### config.mk
export PLATFORM = sky130hd
export DESIGN_NAME = router_fsm
export DESIGN_NICKNAME = d
export VERILOG_FILES = /design/src/rtl/router_pkg.sv /design/src/rtl/router_fsm.sv
export SDC_FILE = /design/constraint.sdc
export NUM_CORES = 1
export LEC_CHECK = 0
export BUFFER_PORTS_ARGS = -buffer_cell sky130_fd_sc_hd__buf_4
export CAP_MARGIN = 30
export CORE_MARGIN = 2
export CORE_UTILIZATION = 35
export CTS_BUF_LIST = sky130_fd_sc_hd__clkbuf_8
export CTS_CLUSTER_DIAMETER = 30
export DETAILED_ROUTE_END_ITERATION = 12
export PLACE_DENSITY_LB_ADDON = 0.15
export SLEW_MARGIN = 20
export SYNTH_ARGS = -nofsm -noshare
export SYNTH_HDL_FRONTEND = slang
export SYNTH_SLANG_ARGS = --single-unit
### constraint.sdc
create_clock -name clock -period 3.2 [get_ports clock]
set_input_delay 0.32 -clock clock [delete_from_list [all_inputs] [get_ports clock]]
set_output_delay 0.32 -clock clock [all_outputs]
set_load 0.02 [all_outputs]
### src/rtl/router_pkg.sv
// Shared router definitions: FSM state encoding, invalid-address constant and a
// per-port select helper reused by the FSM, sync and register blocks.
package router_pkg;

    typedef enum logic [2:0] {
        DECODE_ADDRESS,
        LOAD_FIRST_DATA,
        LOAD_DATA,
        FIFO_FULL_STATE,
        LOAD_AFTER_FULL,
        LOAD_PARITY,
        CHECK_PARITY_ERROR,
        WAIT_TILL_EMPTY
    } state_t;

    localparam logic [1:0] ADDR_INVALID = 2'b11;

    // Picks the bit of a per-port vector for a 2-bit address; the invalid address selects nothing.
    function automatic logic port_sel(input logic [2:0] bits, input logic [1:0] addr);
        case (addr)
            2'd0:    return bits[0];
            2'd1:    return bits[1];
            2'd2:    return bits[2];
            default: return 1'b0;
        endcase
    endfunction

endpackage

### src/rtl/router_fsm.sv
// Router control FSM: decodes the header address, sequences payload/parity loading
// and FIFO-full stalls. Define ROUTER_FSM_PKT_CNT_EN to add the pkt_count output.
module router_fsm
    import router_pkg::*;
#(
    parameter int PKT_CNT_W = 8
) (
    input  logic                 clock,
    input  logic                 reset,
    input  logic                 pkt_valid,
    input  logic [1:0]           data_in,
    input  logic                 parity_done,
    input  logic                 low_pkt_valid,
    input  logic                 fifo_full,
    input  logic                 fifo_empty_0,
    input  logic                 fifo_empty_1,
    input  logic                 fifo_empty_2,
    input  logic                 soft_reset_0,
    input  logic                 soft_reset_1,
    input  logic                 soft_reset_2,
    output logic                 detect_add,
    output logic                 lfd_state,
    output logic                 ld_state,
    output logic                 laf_state,
    output logic                 full_state,
    output logic                 write_enb_reg,
    output logic                 rst_int_reg,
    output logic                 busy
`ifdef ROUTER_FSM_PKT_CNT_EN
    ,
    output logic [PKT_CNT_W-1:0] pkt_count
`endif
);

    state_t     state;
    state_t     next_state;
    logic [1:0] addr_reg;
    logic [2:0] fifo_empty;
    logic [2:0] soft_reset;
    logic       hdr_ok;
    logic       soft_hit;

    assign fifo_empty = {fifo_empty_2, fifo_empty_1, fifo_empty_0};
    assign soft_reset = {soft_reset_2, soft_reset_1, soft_reset_0};
    assign hdr_ok     = pkt_valid && (data_in != ADDR_INVALID);
    // Only the timeout of the port this packet targets may abort it.
    assign soft_hit   = port_sel(soft_reset, addr_reg);

    // NOTE: sequential state uses non-blocking (<=) so every register samples pre-edge values.
    always_ff @(posedge clock) begin
        if (reset) begin
            state    <= DECODE_ADDRESS;
            addr_reg <= 2'd0;
        end else begin
            state <= next_state;
            if (state == DECODE_ADDRESS && hdr_ok) begin
                addr_reg <= data_in;
            end
        end
    end

    // NOTE: next_state gets a default before the case so no path infers a latch.
    always_comb begin
        next_state = state;
        case (state)
            DECODE_ADDRESS: begin
                if (hdr_ok) begin
                    next_state = port_sel(fifo_empty, data_in) ? LOAD_FIRST_DATA : WAIT_TILL_EMPTY;
                end
            end
            LOAD_FIRST_DATA: next_state = LOAD_DATA;
            LOAD_DATA: begin
                if (fifo_full)       next_state = FIFO_FULL_STATE;
                else if (!pkt_valid) next_state = LOAD_PARITY;
            end
            FIFO_FULL_STATE: begin
                if (!fifo_full) next_state = LOAD_AFTER_FULL;
            end
            LOAD_AFTER_FULL: begin
                if (parity_done)        next_state = DECODE_ADDRESS;
                else if (low_pkt_valid) next_state = LOAD_PARITY;
                else                    next_state = LOAD_DATA;
            end
            LOAD_PARITY: next_state = CHECK_PARITY_ERROR;
            CHECK_PARITY_ERROR: next_state = fifo_full ? FIFO_FULL_STATE : DECODE_ADDRESS;
            WAIT_TILL_EMPTY: begin
                if (port_sel(fifo_empty, addr_reg)) next_state = LOAD_FIRST_DATA;
            end
            default: next_state = DECODE_ADDRESS;
        endcase
        if (soft_hit) begin
            next_state = DECODE_ADDRESS;
        end
    end

    always_comb begin
        detect_add    = (state == DECODE_ADDRESS);
        lfd_state     = (state == LOAD_FIRST_DATA);
        ld_state      = (state == LOAD_DATA);
        full_state    = (state == FIFO_FULL_STATE);
        laf_state     = (state == LOAD_AFTER_FULL);
        rst_int_reg   = (state == CHECK_PARITY_ERROR);
        write_enb_reg = (state == LOAD_DATA) || (state == LOAD_AFTER_FULL) ||
                        (state == LOAD_PARITY);
        busy          = (state != DECODE_ADDRESS) && (state != LOAD_DATA);
    end

`ifdef ROUTER_FSM_PKT_CNT_EN
    // Counts packets that complete parity checking; soft-reset aborts never reach here.
    always_ff @(posedge clock) begin
        if (reset) begin
            pkt_count <= '0;
        end else if (state == CHECK_PARITY_ERROR && next_state == DECODE_ADDRESS && !soft_hit) begin
            pkt_count <= pkt_count + PKT_CNT_W'(1);
        end
    end
`else
    logic [PKT_CNT_W-1:0] unused_pkt_cnt_w;
    assign unused_pkt_cnt_w = '0;
`endif

endmodule

==> results.sh, run 1 <==
export IMPL_status="finished clean"
export IMPL_cp_max_fo=16
export IMPL_hold_violations=0
export IMPL_initial_core_util=0.368
export IMPL_wire_per_inst_um=11.5
export IMPL_rsz0062_at_grt="false"
export IMPL_syn_nets=75
export IMPL_ctsHoldBuffers=0
export IMPL_internal_power_mw=0.217
export IMPL_final_nets=98
export IMPL_irDropWorstVdd_uv=233
export IMPL_layout_drive_gt1_share=0.361
export IMPL_cp_slowest_stage_delay_ns=0.46
export IMPL_cp_num_buf_inv=2
export IMPL_use_met3=0.0489
export IMPL_met1_usage=0.219
export IMPL_clockPowerShare=0.343
export IMPL_die_w_um=40.8
export IMPL_drtIter0Drc=7
export IMPL_largest_reg_flops=3
export IMPL_p_leak_nw=0.297
export IMPL_final_common_cell="buf_4"
export IMPL_syn_area_um2=473
export IMPL_first_pass_iters=3
export IMPL_crit_chain="or3_4, inv_2, buf_4"
export IMPL_worstSkewPairLatency_ns=0.22
export IMPL_grt_usage=0.159
export IMPL_synth_seq_cells=5
export IMPL_fp_coreArea_um2=1280
export IMPL_vias=507
export IMPL_synthFlopType="dfxtp_1"
export IMPL_antenna_found_initial=0
export IMPL_synth_area_leaders="dfxtp_1 (21%), mux2i_1 (6.3%), nand2_1 (4.8%)"
export IMPL_slew_viol_final=0
export IMPL_cts_root_buf="clkbuf_8"
export IMPL_max_slew_margin=0.686
export IMPL_gp_congestion=0.777
export IMPL_min_period_over_period=0.520
export IMPL_netlist_instances=61
export IMPL_final_cell_mix="buf_4 (21), nand2_1 (6), dfxtp_1 (5), o21ai_0 (4)"
export IMPL_max_freq_ghz=0.601
export IMPL_synth_cell_types=30
export IMPL_die_h_um=40.8
export IMPL_switching_power_mw=0.107
export IMPL_tightest_slew_ns=0.470
export IMPL_placed_area_um2=629
export IMPL_tritoncts="done"
export IMPL_synth_edf_count=0
export IMPL_h_tree_depth=1
export IMPL_grt_max_degree=17
export IMPL_gr_total_overflow=0
export IMPL_cellPowerDensity_nw_per_um2=480
export IMPL_avgSynthCellArea_um2=7.75
export IMPL_clk_pin_slew_ns=0.03
export IMPL_grtUsageMet2=0.234
export IMPL_place_hpwl_um=852
export IMPL_cp_required_ns=2.88
export IMPL_yosysWarnings=0
export IMPL_seqPwrFrac=0.268
export IMPL_cap_violations=0
export IMPL_yosys_area_top_type="dfxtp_1"
export IMPL_finalWirelength_mm=1.13
export IMPL_cts_num_sinks=5
export IMPL_start_kind="flop"
export IMPL_combPwrFrac=0.389
export IMPL_syn2layout_area_growth_pct=42.6
export IMPL_cts_resized=0
export IMPL_ys_seq_area_frac=0.212
export IMPL_final_core_util=0.525
export IMPL_design_area_um2=674
export IMPL_drc=0
export IMPL_clockBufferDepth=2
export IMPL_ant_nets=0
export IMPL_critical_path_slowest_cell="or3_4"
export IMPL_cts_buffers_inserted=3
export IMPL_grt_pass1_vias=414
export IMPL_fin_crit_ns=1.66
export IMPL_ys_async_sr_fraction=0
export IMPL_crit_family="simple AND/OR/NAND/NOR gates"
export IMPL_swShare=0.331
export IMPL_hold_slack_ns=0.287
export IMPL_fin_tns_setup_ns=0
export IMPL_grt_pass1_wl_mm=1.75
export IMPL_crit_type="reg2out"
export IMPL_vias_per_cell=5.17
export IMPL_port_buffer_count=21
export IMPL_hold_class="in2reg"
export IMPL_io_pins=22
export IMPL_skew_ns=0.00116
export IMPL_setup_violations=0
export IMPL_worstSetupEndpointType="primary output"
export IMPL_grt_busiest_layer="met2"
export IMPL_diodes=0
export IMPL_row_count=13
export IMPL_critPathArrivalTime_ns=1.34
export IMPL_synth_top_cell_area_share=0.212
export IMPL_die_area_um2=1660
export IMPL_post_cts_buffers=0
==> final cells by class <==
type | count | area [um^2]
fillers | 123 | 611
multi-input cells | 50 | 342
repair buffers | 21 | 158
flip-flops and latches | 5 | 100
clock buffers | 3 | 41.3
well taps | 15 | 18.8
inverters | 3 | 11.3
clock inverters | 1 | 3.75
==> power by group through the flow <==
stage,Sequential (mW),Combinational [mW],Clock [mW]
5_1_grt,0.0885,0.138,0.121
2_1_floorplan,0.0764,0.0943,0
4_1_cts,0.0862,0.127,0.115
6_report,0.0868,0.126,0.111
3_5_place_dp,0.0870,0.126,0
3_3_place_gp,0.0869,0.127,0
==> per-layer routing <==
metal / up-vias / wire (um)
li1: 268 / -
met1: 232 / 562
met2: 7 / 529
met3: 0 / 38
met4: 0 / 0
met5: - / 0
==> stage by stage <==
step / setup slack, ns / power [mW] / cells
floorplan: 1.67 / 0.171 / 61
global placement: 1.74 / 0.214 / 94
detailed placement: 1.69 / 0.213 / 94
CTS: 1.54 / 0.329 / 98
global route: 1.45 / 0.348 / 98
finish: 1.54 / 0.324 / 98
==> kinds of logic after synthesis <==
family | after synthesis | synth area share
AND/OR/NAND/NOR | 28 | 0.349
flip-flops | 5 | 0.212
multiplexers | 3 | 0.0635
AO/OA/AOI/OAI | 19 | 0.310
buffers and inverters | 6 | 0.0661
==> cells in the mapped netlist (all sizes together), types with 2 or more instances <==
cell / count
and3: 2
nor3b: 2
nor2: 3
buf: 2
a31oi: 2
a21oi: 2
nand2: 6
nor3: 3
o21a: 2
o21ai: 4
dfxtp: 5
nand3b: 3
or3: 2
mux2i: 3
inv: 3
nor2b: 3
nand2b: 3
==> final timing paths <==
path,from,cells after the start,to,slack (ns)
min reg2reg,addr_reg[0],1,addr_reg[0],0.55
max,state[2],3,detect_add,1.54
max reg2reg,state[2],4,state[0],1.66
min,reset,2,addr_reg[1],0.29
(Power assumes the default switching activity.)
==> run 2, diff against run 1 <==
- clock period: 3.2 -> 1.66 ns (I/O delays scaled with it)
==> run 2 against run 1 <==
Against the previous run: critical path depth unchanged; worst hold slack worse by 0.15 ns; sequential power up 85%; core utilization up 1.2 points; worst setup slack worse by 1.3 ns; first-iteration DRC count unchanged.
==> results.sh, run 2 (synthesis results as in run 1) <==
export IMPL_diodes=0
export IMPL_drc=0
export IMPL_critPathArrivalTime_ns=1.25
export IMPL_cts_buffers_inserted=3
export IMPL_die_h_um=40.8
export IMPL_place_hpwl_um=919
export IMPL_ff2ff_path_depth=4
export IMPL_met3_length_um=53
export IMPL_cp_required_ns=1.49
export IMPL_grt_pass1_wl_mm=1.68
export IMPL_grt_usage=0.154
export IMPL_ant_nets=0
export IMPL_status="finished clean"
export IMPL_h_tree_depth=1
export IMPL_max_slew_margin=0.780
export IMPL_worstSetupEndpointType="primary output"
export IMPL_hold_class="in2reg"
export IMPL_irDropWorstVdd_uv=482
export IMPL_max_freq_ghz=0.707
export IMPL_vias=528
export IMPL_final_nets=100
export IMPL_cts_resized=0
export IMPL_post_cts_buffers=0
export IMPL_initial_core_util=0.368
export IMPL_fillerInstances=132
export IMPL_regToRegSetupSlack_ns=0.25
export IMPL_met1_length_um=580
export IMPL_vias_per_cell=5.28
export IMPL_pre_cts_ws_ns=0.269
export IMPL_top_layer_used="met3"
export IMPL_fp_coreArea_um2=1280
export IMPL_die_w_um=40.8
export IMPL_fin_crit_ns=1.42
export IMPL_grt_max_degree=13
export IMPL_cts_num_sinks=5
export IMPL_wl_met2_um=490
export IMPL_wire_per_inst_um=11.2
export IMPL_cp_max_fo=12
export IMPL_skew_ns=0.00275
export IMPL_gr_total_overflow=0
export IMPL_critical_path_slowest_cell="dfxtp_1"
export IMPL_cts_root_buf="clkbuf_8"
export IMPL_clk_pin_slew_ns=0.03
export IMPL_final_cell_mix="buf_4 (23), nand2_1 (6), dfxtp_1 (5), o21ai_0 (4)"
export IMPL_cp_slowest_stage_delay_ns=0.50
export IMPL_slew_viol_final=0
export IMPL_min_path_cells=2
export IMPL_drtIter0Drc=7
export IMPL_fin_cells=100
export IMPL_port_buffer_count=21
export IMPL_worstSkewPairLatency_ns=0.22
export IMPL_finalWirelength_mm=1.12
export IMPL_cellPowerDensity_nw_per_um2=911
export IMPL_final_common_cell="buf_4"
export IMPL_layout_drive_gt1_share=0.376
export IMPL_io_pins=22
export IMPL_tritoncts="done"
export IMPL_setup_slack_ns=0.245
export IMPL_gp_congestion=0.796
export IMPL_hold_violations=0
export IMPL_grt_pass1_vias=416
export IMPL_p_leak_nw=0.308
export IMPL_syn2layout_area_growth_pct=45.8
export IMPL_cap_violations=0
export IMPL_tightest_slew_ns=0.330
export IMPL_placed_cells=96
export IMPL_die_area_um2=1660
export IMPL_start_kind="flop"
export IMPL_largest_reg_flops=3
export IMPL_first_pass_iters=4
export IMPL_row_count=13
export IMPL_crit_type="reg2out"
export IMPL_ctsHoldBuffers=0
export IMPL_clockBufferDepth=2
export IMPL_fin_tns_setup_ns=0
export IMPL_setup_violations=0
export IMPL_rsz0062_at_grt="false"
export IMPL_crit_chain="nand2b_1, o21ai_0, buf_4"
export IMPL_min_period_over_period=0.852
export IMPL_hold_slack_ns=0.139
export IMPL_antenna_found_initial=0
## run 2: cell count changes in the layout (fill, tap and decap cells not counted)
cell | previous run | this run
buf_4 | 21 | 23
## run 2: area by class of cell
cell class	count	area, um^2	area share
Multi-Input combinational cell	50	342	0.495
Timing Repair Buffer	23	173	0.250
Sequential cell	5	100	0.145
Clock buffer	3	41.3	0.0599
Tap cell	15	18.8	0.0272
Inverter	3	11.3	0.0163
Clock inverter	1	3.75	0.00544
## run 2: layer usage
| layer | up-vias | global-route usage |
|---|---|---|
| li1 | 277 | - |
| met2 | 12 | 0.210 |
| met4 | 0 | 0.0250 |
| met1 | 239 | 0.234 |
| met3 | 0 | 0.0489 |
| met5 | - | 0 |
## run 2: per-stage QoR
step,total power [mW],area (um^2),util
5_1_grt,0.672,689,0.537
6_report,0.628,689,0.537
4_1_cts,0.635,689,0.537
3_3_place_gp,0.419,644,0.501
2_1_floorplan,0.329,473,-
3_5_place_dp,0.418,644,0.501
## run 2: critical path, delay by kind of cell (launching register included)
| family | cells | cell delay, ns |
|---|---|---|
| buffers and inverters | 1 | 0.17 |
| and+or+nand+nor | 1 | 0.18 |
| AOI/OAI and AO/OA | 1 | 0.18 |
| DFF | 1 | 0.50 |
## run 2: power breakdown
group | leakage [nW] | switching, mW | internal (mW) | total [mW]
logic | 0.240 | 0.124 | 0.131 | 0.254
registers | 0.0409 | 0.0266 | 0.135 | 0.161
clock network | 0.0269 | 0.0541 | 0.158 | 0.212
total | 0.308 | 0.204 | 0.424 | 0.628
## run 2: final timing paths
path / startpoint / end
max: state[1] / write_enb_reg
min: reset / addr_reg[1]
max reg2reg: state[1] / state[0]
min reg2reg: addr_reg[0] / addr_reg[0]
